==> src/rtl/spi_rom_line_streamer.sv <==
`default_nettype none
//==============================================================================
// Module   : spi_rom_line_streamer
// Brief    : SPI flash line fetcher that streams BUFFER_DEPTH bits into one
//            bank of a ping-pong bit buffer. Define SPI_ROM_STREAMER_FAST_READ_EN
//            for FAST READ (0x0B, 8 dummy cycles).
// Revision : 1.0  initial release
//==============================================================================
module spi_rom_line_streamer #(
    parameter  int BUFFER_DEPTH = 256,
    parameter  int ADDR_LEN     = 24,
    localparam int IDX_W        = $clog2(BUFFER_DEPTH)
) (
    input  logic                clk,
    input  logic                reset,
    input  logic                start,
    input  logic [ADDR_LEN-1:0] start_addr,
    input  logic                swap,
    input  logic [IDX_W-1:0]    rd_index,
    output logic                rd_data,
    output logic                busy,
    output logic                done,
    output logic                stream_valid,
    output logic                stream_data,
    output logic                spi_cs,
    output logic                spi_sclk,
    output logic                spi_mosi,
    input  logic                spi_miso
);

    localparam int c_hdr_len = 8 + ADDR_LEN;
    localparam int c_max_len = (BUFFER_DEPTH > ADDR_LEN) ? BUFFER_DEPTH : ADDR_LEN;
    localparam int c_cnt_w   = $clog2(c_max_len);

`ifdef SPI_ROM_STREAMER_FAST_READ_EN
    localparam logic [7:0] c_cmd       = 8'h0B;
    localparam bit         c_use_dummy = 1'b1;
`else
    localparam logic [7:0] c_cmd       = 8'h03;
    localparam bit         c_use_dummy = 1'b0;
`endif

    localparam logic [c_cnt_w-1:0] c_last_byte = c_cnt_w'(7);
    localparam logic [c_cnt_w-1:0] c_last_addr = c_cnt_w'(ADDR_LEN - 1);
    localparam logic [c_cnt_w-1:0] c_last_data = c_cnt_w'(BUFFER_DEPTH - 1);
    localparam logic [c_cnt_w-1:0] c_one       = c_cnt_w'(1);

    typedef enum logic [2:0] {
        S_IDLE  = 3'd0,
        S_CMD   = 3'd1,
        S_ADDR  = 3'd2,
        S_DUMMY = 3'd3,
        S_DATA  = 3'd4
    } state_t;

    state_t                  r_state;
    state_t                  w_state_next;
    logic [c_cnt_w-1:0]      r_cnt;
    logic [c_cnt_w-1:0]      w_cnt_next;
    logic                    w_accept;
    logic                    w_data_last;

    logic [c_hdr_len-1:0]    r_shift;
    logic                    r_fill_bank;
    logic                    r_disp_bank;
    logic                    r_swap_pend;
    logic                    r_done;
    logic                    r_stream_valid;
    logic                    r_stream_data;
    logic                    r_miso_q;
    logic [BUFFER_DEPTH-1:0] r_bank [2];

    always_comb begin
        w_state_next = r_state;
        w_cnt_next   = r_cnt + c_one;
        w_accept     = 1'b0;
        w_data_last  = 1'b0;
        case (r_state)
            S_IDLE: begin
                w_cnt_next = '0;
                if (start) begin
                    w_accept     = 1'b1;
                    w_state_next = S_CMD;
                end
            end
            S_CMD: begin
                if (r_cnt == c_last_byte) begin
                    w_state_next = S_ADDR;
                    w_cnt_next   = '0;
                end
            end
            S_ADDR: begin
                if (r_cnt == c_last_addr) begin
                    if (c_use_dummy) begin
                        w_state_next = S_DUMMY;
                    end else begin
                        w_state_next = S_DATA;
                    end
                    w_cnt_next = '0;
                end
            end
            S_DUMMY: begin
                if (r_cnt == c_last_byte) begin
                    w_state_next = S_DATA;
                    w_cnt_next   = '0;
                end
            end
            S_DATA: begin
                if (r_cnt == c_last_data) begin
                    w_data_last  = 1'b1;
                    w_state_next = S_IDLE;
                    w_cnt_next   = '0;
                end
            end
            default: begin
                w_state_next = S_IDLE;
                w_cnt_next   = '0;
            end
        endcase
    end

    always_ff @(posedge clk) begin
        if (reset) begin
            r_state <= S_IDLE;
            r_cnt   <= '0;
        end else begin
            r_state <= w_state_next;
            r_cnt   <= w_cnt_next;
        end
    end

    always_ff @(posedge clk) begin
        if (reset) begin
            r_shift        <= '0;
            r_fill_bank    <= 1'b0;
            r_disp_bank    <= 1'b0;
            r_swap_pend    <= 1'b0;
            r_done         <= 1'b0;
            r_stream_valid <= 1'b0;
            r_stream_data  <= 1'b0;
        end else begin
            r_done         <= w_data_last;
            r_stream_valid <= (r_state == S_DATA);
            if (r_state == S_DATA) begin
                r_stream_data <= r_miso_q;
            end

            // Command and address are shifted out of one register, MSB first.
            if (w_accept) begin
                r_shift     <= {c_cmd, start_addr};
                r_fill_bank <= ~r_disp_bank;
            end else if (r_state == S_CMD || r_state == S_ADDR) begin
                r_shift <= {r_shift[c_hdr_len-2:0], 1'b0};
            end

            // A swap landing on the final data cycle is honoured together with the pending one.
            if (w_data_last) begin
                if (r_swap_pend || swap) begin
                    r_disp_bank <= ~r_disp_bank;
                end
                r_swap_pend <= 1'b0;
            end else if (swap) begin
                if (r_state != S_IDLE) begin
                    r_swap_pend <= 1'b1;
                end else begin
                    r_disp_bank <= ~r_disp_bank;
                end
            end
        end
    end

    // MISO is sampled on the rising spi_sclk edge, which is the falling clk edge.
    always_ff @(negedge clk) begin
        r_miso_q <= spi_miso;
    end

    always_ff @(posedge clk) begin
        if (r_state == S_DATA) begin
            r_bank[r_fill_bank][r_cnt[IDX_W-1:0]] <= r_miso_q;
        end
    end

    assign spi_cs       = (r_state != S_IDLE);
    assign busy         = spi_cs;
    assign done         = r_done;
    assign stream_valid = r_stream_valid;
    assign stream_data  = r_stream_data;
    assign spi_sclk     = ~clk;
    assign spi_mosi     = (r_state == S_CMD || r_state == S_ADDR) ? r_shift[c_hdr_len-1] : 1'b0;
    assign rd_data      = r_bank[r_disp_bank][rd_index];

endmodule
`default_nettype wire

==> config.mk <==
export PLATFORM = sky130hd
export DESIGN_NAME = spi_rom_line_streamer
export DESIGN_NICKNAME = d
export VERILOG_FILES = /design/src/rtl/spi_rom_line_streamer.sv
export SDC_FILE = /design/constraint.sdc
export NUM_CORES = 1
export LEC_CHECK = 0
export CAP_MARGIN = 10
export CORE_MARGIN = 1
export CORE_UTILIZATION = 34
export CTS_CLUSTER_DIAMETER = 60
export CTS_CLUSTER_SIZE = 10
export DETAILED_ROUTE_END_ITERATION = 10
export PLACE_DENSITY = 0.49
export SLEW_MARGIN = 20
export SYNTH_ARGS = -nofsm -noshare
export SYNTH_HDL_FRONTEND = slang
export SYNTH_SLANG_ARGS = --single-unit
==> constraint.sdc <==
create_clock -name clk -period 11.1 [get_ports clk]
set_clock_uncertainty 0.15 [all_clocks]
set_input_delay 1.11 -clock clk [delete_from_list [all_inputs] [get_ports clk]]
set_output_delay 1.11 -clock clk [all_outputs]
set_load 0.02 [all_outputs]
======== Word level (Yosys, flattened, before mapping) ========
Memory sizes are Yosys's and may differ from the RTL's. A register that Yosys moved wholly into a read port is not among the register bits.
Index checks and enable logic that the tools add are counted.
Widths: inputs -> output; s select.
word-level totals
  memory bits (writable) .................. 512
  input bits .............................. 37
  logic and storage cells ................. 74
  output and inout bits ................... 8
  register bits after elaboration ......... 50
  memories kept ........................... 1
memories
  name    words  bits a word  rd ports  clocked after memory_dff  wr ports  RTL line  source
  r_bank  2      256          1         1                         1         71        logic [BUFFER_DEPTH-1:0] r_bank [2];
operators by class
  muxes and demuxes ....................... 29
  order comparisons ....................... 3
  bitwise gates (word level) .............. 2
  eq/ne operators ......................... 14
  add/sub/neg operators ................... 1
  reduce and logical (&&, ||, !) cells .... 13
operators by type and width
  kind                 count
  $mux 256             1
  $mux 26              2
  $mux 8               3
  $pmux 8 s3           1
  $lt 8x9->1 const B   2
  $mux 3               5
  $pmux 3 s5           1
  $mux 1               14
  $ne 2x2->1 const B   5
  $add 8x1->8 const B  1
  $bmux 1 s8           1
  $demux 1 s8          1
  $eq 8x3->1 const B   1
  $eq 8x5->1 const B   1
  $eq 8x8->1 const B   1
  $ge 8x1->1 const B   1
  $eq 3x2->1 const B   2
  $reduce_or 2->1      3
  $reduce_and 5->1     1
  $ne 2x1->1 const B   2
  $reduce_bool 2->1    2
  $eq 3x1->1 const B   1
  $eq 3x3->1 const B   1
  $logic_not 3->1      1
  6 further kinds      8

======== Logic depth before layout (Yosys ltp) ========
Gate-level depths: netlist of the first run.
  depth after elaboration ................. 7
  mapped depth ............................ 11
  gate-level depth less buffers ........... 7

==> report_table.html, run 1 <==
<table>
<tr><th>Metric</th><th>Value</th></tr>
<tr><th colspan="2">Run status</th></tr>
<tr><td>Status</td><td>completed</td></tr>
<tr><th colspan="2">Pwr</th></tr>
<tr><td>Largest vdd supply drop</td><td>0.101 mV</td></tr>
<tr><td>Tot Pwr</td><td>4.82 mW</td></tr>
<tr><td>P_leak</td><td>8.05 nW</td></tr>
<tr><td>Power density relative to cell area</td><td>175 nW/um2</td></tr>
<tr><th colspan="2">Critical path</th></tr>
<tr><td>Worst Path Required</td><td>9.84 ns</td></tr>
<tr><td>End of the worst register-to-register path</td><td>r_bank[0][53]</td></tr>
<tr><td>Worst-case reg-to-reg path depth</td><td>1</td></tr>
<tr><td>Register-to-register path setup slack</td><td>3.25 ns</td></tr>
<tr><td>Capturing element type of the critical path</td><td>output pin</td></tr>
<tr><td>Crit-path max FO</td><td>9</td></tr>
<tr><td>Arrival time at the worst endpoint</td><td>6.76 ns</td></tr>
<tr><td>Critical register-to-register path startpoint</td><td>r_miso_q</td></tr>
<tr><td>Type of the worst setup path</td><td>clock port to output pin</td></tr>
<tr><td>Sort of element at the start of the critical path</td><td>clock port</td></tr>
<tr><th colspan="2">Clock network</th></tr>
<tr><td>Post-CTS resize count</td><td>0</td></tr>
<tr><td>Post-CTS Setup Bufs</td><td>0</td></tr>
<tr><td>Max clock buf depth</td><td>3</td></tr>
<tr><td>Clock transition time at the flip-flop clock pins of the worst setup and hold paths</td><td>0.05 ns</td></tr>
<tr><td>Clk_lat worst skew</td><td>0.61 ns</td></tr>
<tr><td>Clock tree root buffer cell</td><td>clkbuf_16</td></tr>
<tr><td>Number of hold-repair buffers added at the cts stage</td><td>0</td></tr>
<tr><td>Total clock buffers created by CTS</td><td>67</td></tr>
<tr><td>H-tree depth reported by CTS</td><td>3</td></tr>
<tr><td>Clock tree from TritonCTS</td><td>built</td></tr>
<tr><th colspan="2">Layout</th></tr>
<tr><td>Post-Route Utilization</td><td>38.6%</td></tr>
<tr><td>Synth-to-layout area growth</td><td>11.9%</td></tr>
<tr><td>Layout cells sized above 1</td><td>10.0%</td></tr>
<tr><td>Number of antenna repair diodes</td><td>0</td></tr>
<tr><td>Total number of nets in the final design</td><td>1898</td></tr>
<tr><td>Count of filler cells inserted in the layout</td><td>6899</td></tr>
<tr><th colspan="2">Min path</th></tr>
<tr><td>Hold wc startpoint</td><td>r_shift[29]</td></tr>
<tr><td>Hold Path Class</td><td>register to register</td></tr>
<tr><td>Hold Path Sink</td><td>r_shift[30]</td></tr>
<tr><td>Worst hold path depth</td><td>2</td></tr>
<tr><th colspan="2">Detailed routing</th></tr>
<tr><td>DR iter-0 viols</td><td>1380</td></tr>
<tr><td>Overall routed net length</td><td>65.6 mm</td></tr>
<tr><td>Average detailed-routed wire length per instance</td><td>23.2 um</td></tr>
<tr><td>Overall via count from detail_route</td><td>15100</td></tr>
<tr><td>Via density per instance</td><td>5.33</td></tr>
<tr><td>Remaining design rule violation count</td><td>0</td></tr>
<tr><td>Length of the first detailed-routing pass in iterations</td><td>5</td></tr>
<tr><td>Number of antenna-violating nets in the routed design</td><td>0</td></tr>
<tr><th colspan="2">STA</th></tr>
<tr><td>Worst slew pin tran</td><td>1.03 ns</td></tr>
<tr><td>Number of hold violations in the final report</td><td>0</td></tr>
<tr><td>Final hold slack</td><td>0.301 ns</td></tr>
<tr><td>Max-Slew Margin vs Limit</td><td>31.2%</td></tr>
<tr><td>Final count of negative-setup-slack endpoints</td><td>0</td></tr>
<tr><td>Unrepaired setup endpoints after global routing</td><td>no</td></tr>
<tr><td>Final Max Slew Viols</td><td>0</td></tr>
<tr><td>Setup TNS</td><td>0 ns</td></tr>
<tr><th colspan="2">GRT</th></tr>
<tr><td>Global routing met3 resource utilization</td><td>2.75%</td></tr>
<tr><td>Global Route met2 Usage</td><td>29.3%</td></tr>
<tr><td>Number of global-route vias before repair</td><td>15100</td></tr>
<tr><td>Wire length of the first global-routing pass</td><td>96.2 mm</td></tr>
<tr><td>GRT busiest layer</td><td>met2</td></tr>
<tr><td>Number of antenna violations at the first check in global routing</td><td>1</td></tr>
<tr><td>Pin count of the biggest net entering global routing</td><td>197</td></tr>
<tr><td>Overflow left after global routing</td><td>0</td></tr>
<tr><td>Aggregate global-route resource usage</td><td>17.6%</td></tr>
<tr><td>GR met1 Demand/Resource</td><td>23.5%</td></tr>
<tr><th colspan="2">Die</th></tr>
<tr><td>IO Pins</td><td>45</td></tr>
<tr><td>Starting utilization of the core area</td><td>34.5%</td></tr>
<tr><td>Core Region</td><td>71600 um2</td></tr>
<tr><td>Die Width</td><td>271 um</td></tr>
<tr><td>Overall die height</td><td>271 um</td></tr>
<tr><td>Area of the die</td><td>73700 um2</td></tr>
<tr><td>Row Count</td><td>98</td></tr>
<tr><th colspan="2">Logic synthesis</th></tr>
<tr><td>Share of flip-flops with an asynchronous set or reset after synthesis</td><td>0%</td></tr>
<tr><td>Top post-synthesis cells by area</td><td>edfxtp_1 62%, nor2_1 8.5%, mux4_2 5.3%</td></tr>
<tr><td>Count of unique library cells instantiated by Yosys</td><td>60</td></tr>
<tr><td>Post-Syn Area per Cell</td><td>13.2 um2</td></tr>
<tr><td>Syn Std Cell Area</td><td>24700 um2</td></tr>
<tr><td>Number of enable flip-flop cells after synthesis</td><td>512</td></tr>
<tr><td>Top FF cell, synth</td><td>edfxtp_1</td></tr>
<tr><td>Yosys reg bits</td><td>563</td></tr>
<tr><td>Area share of the largest cell type after synthesis</td><td>62.3%</td></tr>
<tr><td>Register area share after synthesis</td><td>66.4%</td></tr>
<tr><td>Number of warning messages in the yosys log</td><td>0</td></tr>
<tr><td>Most area-hungry cell type in the Yosys netlist</td><td>edfxtp_1</td></tr>
<tr><td>Cell count after synthesis</td><td>1872</td></tr>
<tr><td>Syn_nets</td><td>1913</td></tr>
<tr><th colspan="2">Placement</th></tr>
<tr><td>Half-perimeter wire length after placement</td><td>34.6 mm</td></tr>
<tr><td>Placer's final routability congestion estimate</td><td>0.729</td></tr>
<tr><td>Count of input and output buffers</td><td>44</td></tr>
<tr><th colspan="2">Run</th></tr>
<tr><td>Total of max-cap violations</td><td>0</td></tr>
</table>
## per-layer routing
layer	part of all wire [%]	routed length (um)
met1	44	29100
met2	49	31800
met3	4.7	3090
met4	2.3	1520
met5	0	0
## how the worst max path moves through the flow
stage / startpoint / endpoint
floorplan: r_miso_q / r_bank[0][0]
global placement: r_miso_q / stream_data
detailed placement: r_miso_q / stream_data
CTS: clk / spi_sclk
global route: r_miso_q / stream_data
finish: clk / spi_sclk
## cells by family (layout without fill, tap and decap cells)
| group | Yosys count | after routing | share of synthesized area, % |
|---|---|---|---|
| compound gates | 205 | 205 | 5.87 |
| xor+xnor | 8 | 8 | 0.284 |
| fa+ha+maj | 4 | 4 | 0.203 |
| buf+inv | 175 | 178 | 3.94 |
| flops | 563 | 563 | 66.4 |
| mux | 189 | 189 | 11.5 |
| simple gates | 728 | 728 | 11.8 |
## cell usage in the layout (no fill, tap or decap), types with 25 or more instances in the layout
cell and n:
a21oi_1 55, buf_4 34, clkbuf_16 73, clkdlybuf4s50_1 42, dfxtp_1 49, edfxtp_1 512, mux2i_1 116, mux4_2 58
nand2_1 101, nor2_1 558, o221ai_1 53, o22ai_1 25
## state kept, by name, summed over array words and instances (netlist names), named ones only
| name | flops |
|---|---|
| r_miso_q | 1 |
| done | 1 |
| r_state | 3 |
| r_bank | 512 |
| r_shift | 32 |
| r_cnt | 8 |
| stream_data | 1 |
| r_swap_pend | 1 |
| stream_valid | 1 |
| r_disp_bank | 1 |
| r_fill_bank | 1 |
## area by class of cell
type	count	area (um2)	share of cell area, %
Multi-Input combinational cell	1134	7330	26.6
Sequential cell	563	16400	59.4
Tap cell	950	1190	4.30
Clock inverter	7	70.1	0.254
Inverter	10	37.5	0.136
Timing Repair Buffer	78	711	2.57
Clock buffer	83	1870	6.77
## power breakdown
group / leakage (nW) / switching [mW] / total, mW / internal (mW)
Sequential: 5.02 / 0.0350 / 2.37 / 2.33
Clock: 0.963 / 0.818 / 2.02 / 1.20
Combinational: 2.07 / 0.252 / 0.433 / 0.181
Total: 8.05 / 1.11 / 4.82 / 3.72
## worst max-delay path, stage by stage
cell and delay [ns]:
clkbuf_16 0.19, clkbuf_16 0.21, clkbuf_16 0.17, inv_1 0.05, clkdlybuf4s50_1 0.60
## synth_stat cells (14+ instances only)
cell      count
edfxtp_1    512
a21oi_1      55
mux4_1       14
mux2i_1     116
dfxtp_1      51
nand2_1     104
nor2_1      559
o221ai_1     53
mux4_2       58
o22ai_1      25
clkbuf_1    108
o21ai_0      18
nor3_1       14
## per-stage QoR
stage	worst slack (ns)	cells	instance area, um2
final	3.08	2825	27600
after detailed placement	3.21	2737	25700
after global routing	2.95	2825	27600
after CTS	3.03	2825	27600
after global placement	3.18	2737	25700
after floorplan	0.912	1872	24700
(Power assumes the default switching activity.)
==> run 2: changes to the inputs <==
--- a/config.mk
+++ b/config.mk
@@ -11,7 +11,7 @@
 export CTS_CLUSTER_DIAMETER = 60
 export CTS_CLUSTER_SIZE = 10
 export DETAILED_ROUTE_END_ITERATION = 10
-export PLACE_DENSITY = 0.49
+export PLACE_DENSITY = 0.5
 export SLEW_MARGIN = 20
 export SYNTH_ARGS = -nofsm -noshare
 export SYNTH_HDL_FRONTEND = slang
==> constraint.sdc (replaced) <==
create_clock -name clk -period 6.87 [get_ports clk]
set_clock_uncertainty 0.15 [all_clocks]
set_input_delay 0.687 -clock clk [delete_from_list [all_inputs] [get_ports clk]]
set_output_delay 0.687 -clock clk [all_outputs]
set_load 0.02 [all_outputs]
==> report_table.html, run 2 (same netlist as run 1, synthesis figures left out) <==
<table>
<tr><th>Metric</th><th>Value</th></tr>
<tr><th colspan="2">Run status</th></tr>
<tr><td>Status</td><td>completed (unchanged)</td></tr>
<tr><th colspan="2">Placement</th></tr>
<tr><td>Worst setup slack after placement</td><td>1.38 ns (was 3.21 ns)</td></tr>
<tr><td>Half-perimeter wire length after placement</td><td>36.9 mm (was 34.6 mm)</td></tr>
<tr><td>Count of input and output buffers</td><td>44 (unchanged)</td></tr>
<tr><td>Number of placed instances with taps included</td><td>2751 (was 2737)</td></tr>
<tr><td>Placer's final routability congestion estimate</td><td>0.770 (was 0.729)</td></tr>
<tr><td>Cell area after placement</td><td>25900 um2 (was 25700 um2)</td></tr>
<tr><th colspan="2">Clock network</th></tr>
<tr><td>Total clock buffers created by CTS</td><td>68 (was 67)</td></tr>
<tr><td>Post-CTS Setup Bufs</td><td>0 (unchanged)</td></tr>
<tr><td>Max clock buf depth</td><td>3 (unchanged)</td></tr>
<tr><td>H-tree depth reported by CTS</td><td>3 (unchanged)</td></tr>
<tr><td>Clock transition time at the flip-flop clock pins of the worst setup and hold paths</td><td>0.05 ns (about the same)</td></tr>
<tr><td>Clock tree root buffer cell</td><td>clkbuf_16 (unchanged)</td></tr>
<tr><td>Clk_lat worst skew</td><td>0.63 ns (was 0.61 ns)</td></tr>
<tr><td>Clock tree from TritonCTS</td><td>built (unchanged)</td></tr>
<tr><td>Post-CTS resize count</td><td>0 (unchanged)</td></tr>
<tr><td>Number of hold-repair buffers added at the cts stage</td><td>0 (unchanged)</td></tr>
<tr><th colspan="2">Critical path</th></tr>
<tr><td>Sort of element at the start of the critical path</td><td>input pin (was clock port)</td></tr>
<tr><td>Worst Path Required</td><td>6.03 ns (was 9.84 ns)</td></tr>
<tr><td>Type of the worst setup path</td><td>input pin to output pin (was clock port to output pin)</td></tr>
<tr><td>Crit-path max FO</td><td>58 (was 9)</td></tr>
<tr><td>Arrival time at the worst endpoint</td><td>4.71 ns (was 6.76 ns)</td></tr>
<tr><td>Capturing element type of the critical path</td><td>output pin (unchanged)</td></tr>
<tr><th colspan="2">GRT</th></tr>
<tr><td>Wire length of the first global-routing pass</td><td>96.1 mm (was 96.2 mm)</td></tr>
<tr><td>Number of global-route vias before repair</td><td>15100 (about the same)</td></tr>
<tr><td>GRT busiest layer</td><td>met2 (unchanged)</td></tr>
<tr><td>Global routing met3 resource utilization</td><td>3.14% (was 2.75%)</td></tr>
<tr><td>GR met1 Demand/Resource</td><td>23.7% (was 23.5%)</td></tr>
<tr><td>Overflow left after global routing</td><td>0 (unchanged)</td></tr>
<tr><td>Pin count of the biggest net entering global routing</td><td>103 (was 197)</td></tr>
<tr><td>Number of antenna violations at the first check in global routing</td><td>0 (was 1)</td></tr>
<tr><td>Aggregate global-route resource usage</td><td>17.4% (was 17.6%)</td></tr>
<tr><td>Global Route met2 Usage</td><td>28.5% (was 29.3%)</td></tr>
<tr><th colspan="2">Detailed routing</th></tr>
<tr><td>Average detailed-routed wire length per instance</td><td>22.7 um (was 23.2 um)</td></tr>
<tr><td>Overall routed net length</td><td>64.6 mm (was 65.6 mm)</td></tr>
<tr><td>Number of antenna-violating nets in the routed design</td><td>0 (unchanged)</td></tr>
<tr><td>DR iter-0 viols</td><td>1354 (was 1380)</td></tr>
<tr><td>Via density per instance</td><td>5.34 (was 5.33)</td></tr>
<tr><td>Remaining design rule violation count</td><td>0 (unchanged)</td></tr>
<tr><td>Overall via count from detail_route</td><td>15200 (was 15100)</td></tr>
<tr><td>Length of the first detailed-routing pass in iterations</td><td>5 (unchanged)</td></tr>
<tr><th colspan="2">Pwr</th></tr>
<tr><td>Seq pwr share</td><td>48.8% (was 49.1%)</td></tr>
<tr><td>Part of the total power dissipated in the clock network</td><td>41.8% (was 41.9%)</td></tr>
<tr><td>Internal power component</td><td>5.99 mW (was 3.72 mW)</td></tr>
<tr><td>Sw frac</td><td>23.5% (was 22.9%)</td></tr>
<tr><td>Switching power of the nets</td><td>1.84 mW (was 1.11 mW)</td></tr>
<tr><td>Gate power share</td><td>9.4% (was 9.0%)</td></tr>
<tr><td>Power density relative to cell area</td><td>282 nW/um2 (was 175 nW/um2)</td></tr>
<tr><td>Largest vdd supply drop</td><td>0.143 mV (was 0.101 mV)</td></tr>
<tr><td>P_leak</td><td>8.14 nW (was 8.05 nW)</td></tr>
<tr><th colspan="2">Layout</th></tr>
<tr><td>Total number of nets in the final design</td><td>1913 (was 1898)</td></tr>
<tr><td>Number of flip-flops in the largest register</td><td>512 (unchanged)</td></tr>
<tr><td>Layout cells sized above 1</td><td>10.6% (was 10.0%)</td></tr>
<tr><td>Post-Route Utilization</td><td>38.8% (was 38.6%)</td></tr>
<tr><td>Leading cell types in the layout, fill and taps excluded</td><td>559 x nor2_1, 512 x edfxtp_1, 116 x mux2i_1 (was 558 x nor2_1, 512 x edfxtp_1, 116 x mux2i_1)</td></tr>
<tr><td>Synth-to-layout area growth</td><td>12.6% (was 11.9%)</td></tr>
<tr><td>Number of cells in the finished layout apart from fillers</td><td>2845 (was 2825)</td></tr>
<tr><td>Most frequent standard cell in the layout excluding fill and tap cells</td><td>nor2_1 (unchanged)</td></tr>
<tr><td>Post-route cell area</td><td>27800 um2 (was 27600 um2)</td></tr>
<tr><td>Number of antenna repair diodes</td><td>0 (unchanged)</td></tr>
<tr><th colspan="2">STA</th></tr>
<tr><td>FMAX</td><td>180 MHz</td></tr>
<tr><td>Final Max Slew Viols</td><td>0 (unchanged)</td></tr>
<tr><td>Worst slew pin tran</td><td>1.06 ns (was 1.03 ns)</td></tr>
<tr><td>Setup TNS</td><td>0 ns (unchanged)</td></tr>
<tr><td>Unrepaired setup endpoints after global routing</td><td>no (unchanged)</td></tr>
<tr><td>Max-Slew Margin vs Limit</td><td>29.3% (was 31.2%)</td></tr>
<tr><td>Fin crit share</td><td>80.7%</td></tr>
<tr><td>Final worst-path setup slack</td><td>1.33 ns (was 3.08 ns)</td></tr>
<tr><td>Final count of negative-setup-slack endpoints</td><td>0 (unchanged)</td></tr>
<tr><td>Final period demand of the worst path</td><td>5.54 ns</td></tr>
<tr><td>Number of hold violations in the final report</td><td>0 (unchanged)</td></tr>
<tr><th colspan="2">Die</th></tr>
<tr><td>IO Pins</td><td>45 (unchanged)</td></tr>
<tr><td>Overall die height</td><td>271 um (unchanged)</td></tr>
<tr><td>Die Width</td><td>271 um (unchanged)</td></tr>
<tr><td>Area of the die</td><td>73700 um2 (unchanged)</td></tr>
<tr><td>Core Region</td><td>71600 um2 (unchanged)</td></tr>
<tr><td>Row Count</td><td>98 (unchanged)</td></tr>
<tr><td>Starting utilization of the core area</td><td>34.5% (unchanged)</td></tr>
<tr><th colspan="2">Min path</th></tr>
<tr><td>Hold Path Class</td><td>register to register (unchanged)</td></tr>
<tr><th colspan="2">Run</th></tr>
<tr><td>Total of max-cap violations</td><td>0 (unchanged)</td></tr>
</table>
## run 2: cell count changes in the layout (fill, tap and decap cells not counted), moves of 2 or more
cell       before  now
buf_4          34   42
nand2_2         3    1
inv_6           0    5
clkbuf_16      73   71
nand2_1       101  103
clkbuf_1        9   12
buf_12          2    8
clkinv_2        3    1
## run 2: area by class of cell
| class | count | area (um2) |
|---|---|---|
| fill | 6783 | 43800 |
| sequential | 563 | 16400 |
| multi-input combinational | 1134 | 7320 |
| clock buffer | 85 | 1850 |
| tap | 950 | 1190 |
| timing repair buffer | 92 | 891 |
| clock inverter | 11 | 106 |
| inverter | 10 | 37.5 |
## run 2: metrics by stage
step                      hold WS [ns]  total power, mW
after detailed placement         0.295             4.66
after global placement           0.290             4.66
after floorplan                  0.282             4.47
after CTS                        0.303             7.92
after global routing             0.326             8.09
final                            0.302             7.83
## run 2: worst max-delay path: stages
cell	delay, ns
clkdlybuf4s50_1	0.85
nand2b_4	0.56
o221ai_1	0.42
o22ai_1	0.13
o21ai_0	0.26
a21oi_1	0.11
or4b_1	0.56
o2111ai_1	0.38
clkdlybuf4s50_1	0.69
## run 2: per-layer routing
layer	share of wire [%]	vias up
li1	-	6842
met1	45	7873
met2	48	382
met3	5.2	95
met4	2.2	0
met5	0	-
## run 2: power by group through the flow
stage | clock, mW | sequential, mW | combinational, mW
2_1_floorplan | 0.0113 | 3.88 | 0.577
3_3_place_gp | 0.0225 | 3.89 | 0.739
3_5_place_dp | 0.0225 | 3.89 | 0.743
4_1_cts | 3.35 | 3.82 | 0.744
5_1_grt | 3.47 | 3.83 | 0.791
6_report | 3.28 | 3.82 | 0.733
## run 2: path summary, 6_finish.rpt
path,depth (start not counted),start,slack [ns],endpoint
worst max-delay path,9,rd_index[1],1.33,rd_data
worst min-delay path,2,r_shift[28],0.30,r_shift[29]
worst max register to register,3,r_miso_q,1.70,stream_data
worst min register to register,2,r_shift[28],0.30,r_shift[29]
==> run 3: changes to the inputs <==
--- a/config.mk
+++ b/config.mk
@@ -11,7 +11,7 @@
 export CTS_CLUSTER_DIAMETER = 60
 export CTS_CLUSTER_SIZE = 10
 export DETAILED_ROUTE_END_ITERATION = 10
-export PLACE_DENSITY = 0.5
+export PLACE_DENSITY = 0.49
 export SLEW_MARGIN = 20
 export SYNTH_ARGS = -nofsm -noshare
 export SYNTH_HDL_FRONTEND = slang
==> constraint.sdc (replaced) <==
create_clock -name clk -period 5.7 [get_ports clk]
set_clock_uncertainty 0.15 [all_clocks]
set_input_delay 0.57 -clock clk [delete_from_list [all_inputs] [get_ports clk]]
set_output_delay 0.57 -clock clk [all_outputs]
set_load 0.02 [all_outputs]
==> report_table.html, run 3 (same netlist as run 1, synthesis figures left out) <==
<table>
<tr><th>Metric</th><th>Value</th></tr>
<tr><th colspan="2">Clock network</th></tr>
<tr><td>Clock tree from TritonCTS</td><td>built (unchanged)</td></tr>
<tr><td>Total clock buffers created by CTS</td><td>67 (was 68)</td></tr>
<tr><td>Number of hold-repair buffers added at the cts stage</td><td>0 (unchanged)</td></tr>
<tr><td>Clock tree root buffer cell</td><td>clkbuf_16 (unchanged)</td></tr>
<tr><td>Clock transition time at the flip-flop clock pins of the worst setup and hold paths</td><td>0.05 ns (about the same)</td></tr>
<tr><td>Post-CTS Setup Bufs</td><td>0 (unchanged)</td></tr>
<tr><td>Max clock buf depth</td><td>3 (unchanged)</td></tr>
<tr><td>H-tree depth reported by CTS</td><td>3 (unchanged)</td></tr>
<tr><td>Clk_lat worst skew</td><td>0.62 ns (was 0.63 ns)</td></tr>
<tr><td>Post-CTS resize count</td><td>0 (unchanged)</td></tr>
<tr><th colspan="2">STA</th></tr>
<tr><td>Fin crit share</td><td>86.4%</td></tr>
<tr><td>Final Max Slew Viols</td><td>0 (unchanged)</td></tr>
<tr><td>Setup TNS</td><td>0 ns (unchanged)</td></tr>
<tr><td>Max-Slew Margin vs Limit</td><td>27.3% (was 29.3%)</td></tr>
<tr><td>Worst slew pin tran</td><td>1.09 ns (was 1.06 ns)</td></tr>
<tr><td>FMAX</td><td>203 MHz</td></tr>
<tr><td>Number of hold violations in the final report</td><td>0 (unchanged)</td></tr>
<tr><td>Unrepaired setup endpoints after global routing</td><td>no (unchanged)</td></tr>
<tr><td>Final hold slack</td><td>0.301 ns (was 0.302 ns)</td></tr>
<tr><td>Final count of negative-setup-slack endpoints</td><td>0 (unchanged)</td></tr>
<tr><td>Final period demand of the worst path</td><td>4.92 ns</td></tr>
<tr><th colspan="2">Pwr</th></tr>
<tr><td>Part of the total power dissipated in the clock network</td><td>41.3% (was 41.8%)</td></tr>
<tr><td>P_leak</td><td>8.12 nW (was 8.14 nW)</td></tr>
<tr><td>Switching power of the nets</td><td>2.19 mW (was 1.84 mW)</td></tr>
<tr><td>Largest vdd supply drop</td><td>0.204 mV (was 0.143 mV)</td></tr>
<tr><td>Seq pwr share</td><td>49.0% (was 48.8%)</td></tr>
<tr><td>Sw frac</td><td>23.4% (was 23.5%)</td></tr>
<tr><td>Internal power component</td><td>7.16 mW (was 5.99 mW)</td></tr>
<tr><td>Power density relative to cell area</td><td>337 nW/um2 (was 282 nW/um2)</td></tr>
<tr><td>Gate power share</td><td>9.7% (was 9.4%)</td></tr>
<tr><th colspan="2">Die</th></tr>
<tr><td>Area of the die</td><td>73700 um2 (unchanged)</td></tr>
<tr><td>Row Count</td><td>98 (unchanged)</td></tr>
<tr><td>Die Width</td><td>271 um (unchanged)</td></tr>
<tr><td>Overall die height</td><td>271 um (unchanged)</td></tr>
<tr><td>IO Pins</td><td>45 (unchanged)</td></tr>
<tr><td>Core Region</td><td>71600 um2 (unchanged)</td></tr>
<tr><td>Starting utilization of the core area</td><td>34.5% (unchanged)</td></tr>
<tr><th colspan="2">GRT</th></tr>
<tr><td>Overflow left after global routing</td><td>0 (unchanged)</td></tr>
<tr><td>Number of global-route vias before repair</td><td>15000 (was 15100)</td></tr>
<tr><td>Wire length of the first global-routing pass</td><td>97.6 mm (was 96.1 mm)</td></tr>
<tr><td>Aggregate global-route resource usage</td><td>17.9% (was 17.4%)</td></tr>
<tr><td>Pin count of the biggest net entering global routing</td><td>96 (was 103)</td></tr>
<tr><td>Number of antenna violations at the first check in global routing</td><td>0 (unchanged)</td></tr>
<tr><th colspan="2">Layout</th></tr>
<tr><td>Layout cells sized above 1</td><td>10.6% (about the same)</td></tr>
<tr><td>Number of flip-flops in the largest register</td><td>512 (unchanged)</td></tr>
<tr><td>Total number of nets in the final design</td><td>1914 (was 1913)</td></tr>
<tr><td>Leading cell types in the layout, fill and taps excluded</td><td>559 x nor2_1, 512 x edfxtp_1, 116 x mux2i_1 (unchanged)</td></tr>
<tr><td>Count of filler cells inserted in the layout</td><td>6818 (was 6783)</td></tr>
<tr><td>Most frequent standard cell in the layout excluding fill and tap cells</td><td>nor2_1 (unchanged)</td></tr>
<tr><td>Number of antenna repair diodes</td><td>0 (unchanged)</td></tr>
<tr><td>Post-route cell area</td><td>27800 um2 (about the same)</td></tr>
<tr><td>Synth-to-layout area growth</td><td>12.4% (was 12.6%)</td></tr>
<tr><th colspan="2">Detailed routing</th></tr>
<tr><td>Overall via count from detail_route</td><td>15200 (about the same)</td></tr>
<tr><td>DR iter-0 viols</td><td>1402 (was 1354)</td></tr>
<tr><td>Average detailed-routed wire length per instance</td><td>23.1 um (was 22.7 um)</td></tr>
<tr><td>Length of the first detailed-routing pass in iterations</td><td>5 (unchanged)</td></tr>
<tr><td>Overall routed net length</td><td>65.6 mm (was 64.6 mm)</td></tr>
<tr><td>Number of antenna-violating nets in the routed design</td><td>0 (unchanged)</td></tr>
<tr><td>Via density per instance</td><td>5.33 (was 5.34)</td></tr>
<tr><td>Remaining design rule violation count</td><td>0 (unchanged)</td></tr>
<tr><th colspan="2">Placement</th></tr>
<tr><td>Placer's final routability congestion estimate</td><td>0.786 (was 0.770)</td></tr>
<tr><td>Count of input and output buffers</td><td>44 (unchanged)</td></tr>
<tr><td>Cell area after placement</td><td>25900 um2 (about the same)</td></tr>
<tr><td>Half-perimeter wire length after placement</td><td>37.8 mm (was 36.9 mm)</td></tr>
<tr><th colspan="2">Critical path</th></tr>
<tr><td>Crit-path max FO</td><td>56 (was 58)</td></tr>
<tr><td>Sort of element at the start of the critical path</td><td>register (was input pin)</td></tr>
<tr><td>Capturing element type of the critical path</td><td>output pin (unchanged)</td></tr>
<tr><td>CP max stage delay</td><td>0.68 ns (was 0.85 ns)</td></tr>
<tr><td>Arrival time at the worst endpoint</td><td>4.20 ns (was 4.71 ns)</td></tr>
<tr><td>Cells along the critical path</td><td>buf_12 &gt; buf_4 &gt; mux2i_1 &gt; o221ai_1 &gt; o22ai_1 &gt; o211ai_1 &gt; a31oi_1 &gt; o2111ai_1 &gt; clkdlybuf4s50_1 (was clkdlybuf4s50_1 &gt; nand2b_4 &gt; o221ai_1 &gt; o22ai_1 &gt; o21ai_0 &gt; a21oi_1 &gt; or4b_1 &gt; o2111ai_1 &gt; clkdlybuf4s50_1)</td></tr>
<tr><td>Max stage delay cell, worst path</td><td>clkdlybuf4s50_1 (unchanged)</td></tr>
<tr><td>Type of the worst setup path</td><td>register to output pin (was input pin to output pin)</td></tr>
<tr><td>Worst Path Required</td><td>4.98 ns (was 6.03 ns)</td></tr>
<tr><td>Bufs and invs on worst path</td><td>3 (was 2)</td></tr>
<tr><td>Family with the most delay on the worst path</td><td>compound AO/OA/AOI/OAI gates (was buffers and inverters)</td></tr>
<tr><th colspan="2">Run</th></tr>
<tr><td>Total of max-cap violations</td><td>0 (unchanged)</td></tr>
<tr><th colspan="2">Min path</th></tr>
<tr><td>Hold Path Class</td><td>register to register (unchanged)</td></tr>
<tr><th colspan="2">Run status</th></tr>
<tr><td>Status</td><td>completed (unchanged)</td></tr>
</table>
==> run 3: cell types whose count changed in the layout (fill, tap and decap cells not counted) <==
cell	previous run	this run
nand2_4	0	1
clkinv_2	1	0
clkbuf_1	12	16
nand2_2	1	4
nand2_1	103	99
clkinv_1	2	1
buf_4	42	44
clkinv_8	1	0
inv_6	5	2
bufinv_16	1	0
==> run 3: layer usage <==
layer  GRT usage [%]  share of wire [%]
met5               0                  0
met4            4.26                1.8
met3            3.40                5.6
met2            28.5                 47
met1            25.1                 45
==> run 3: area by class of cell <==
| cell class | count | area [um2] | share of cell area [%] |
|---|---|---|---|
| sequential | 563 | 16400 | 59.1 |
| clock buffer | 89 | 1860 | 6.70 |
| tap | 950 | 1190 | 4.28 |
| multi-input combinational | 1134 | 7340 | 26.4 |
| inverter | 10 | 37.5 | 0.135 |
| timing repair buffer | 94 | 906 | 3.26 |
| clock inverter | 4 | 25.0 | 0.0901 |
==> run 3: stage by stage <==
stage               power (mW)  instances  utilization, %  worst slack [ns]
finish                    9.35       2844            38.8             0.777
global route              9.67       2844            38.8             0.541
CTS                       9.46       2844            38.8             0.791
detailed placement        5.62       2753            36.1             0.912
global placement          5.61       2753            36.1             0.977
floorplan                 5.38       1872               -           -0.0692
==> run 3: final timing paths <==
check | slack [ns] | cells past startpoint | end | start
worst min register to register | 0.30 | 2 | r_shift[30] | r_shift[29]
worst max register to register | 1.08 | 1 | r_bank[1][127] | r_miso_q
worst min-delay path | 0.30 | 2 | r_shift[30] | r_shift[29]
worst max-delay path | 0.78 | 9 | rd_data | register
==> run 3: tightest hold or removal path: stages (launching register included) <==
cell and delay, ns:
dfxtp_1 0.31, nand2_1 0.05, a21oi_1 0.05
==> run 3: power by group through the flow <==
stage / registers [mW] / logic (mW) / clock network, mW
2_1_floorplan: 4.67 / 0.695 / 0.0136
3_3_place_gp: 4.67 / 0.916 / 0.0271
3_5_place_dp: 4.67 / 0.919 / 0.0271
4_1_cts: 4.58 / 0.921 / 3.96
5_1_grt: 4.59 / 0.983 / 4.10
6_report: 4.59 / 0.910 / 3.86
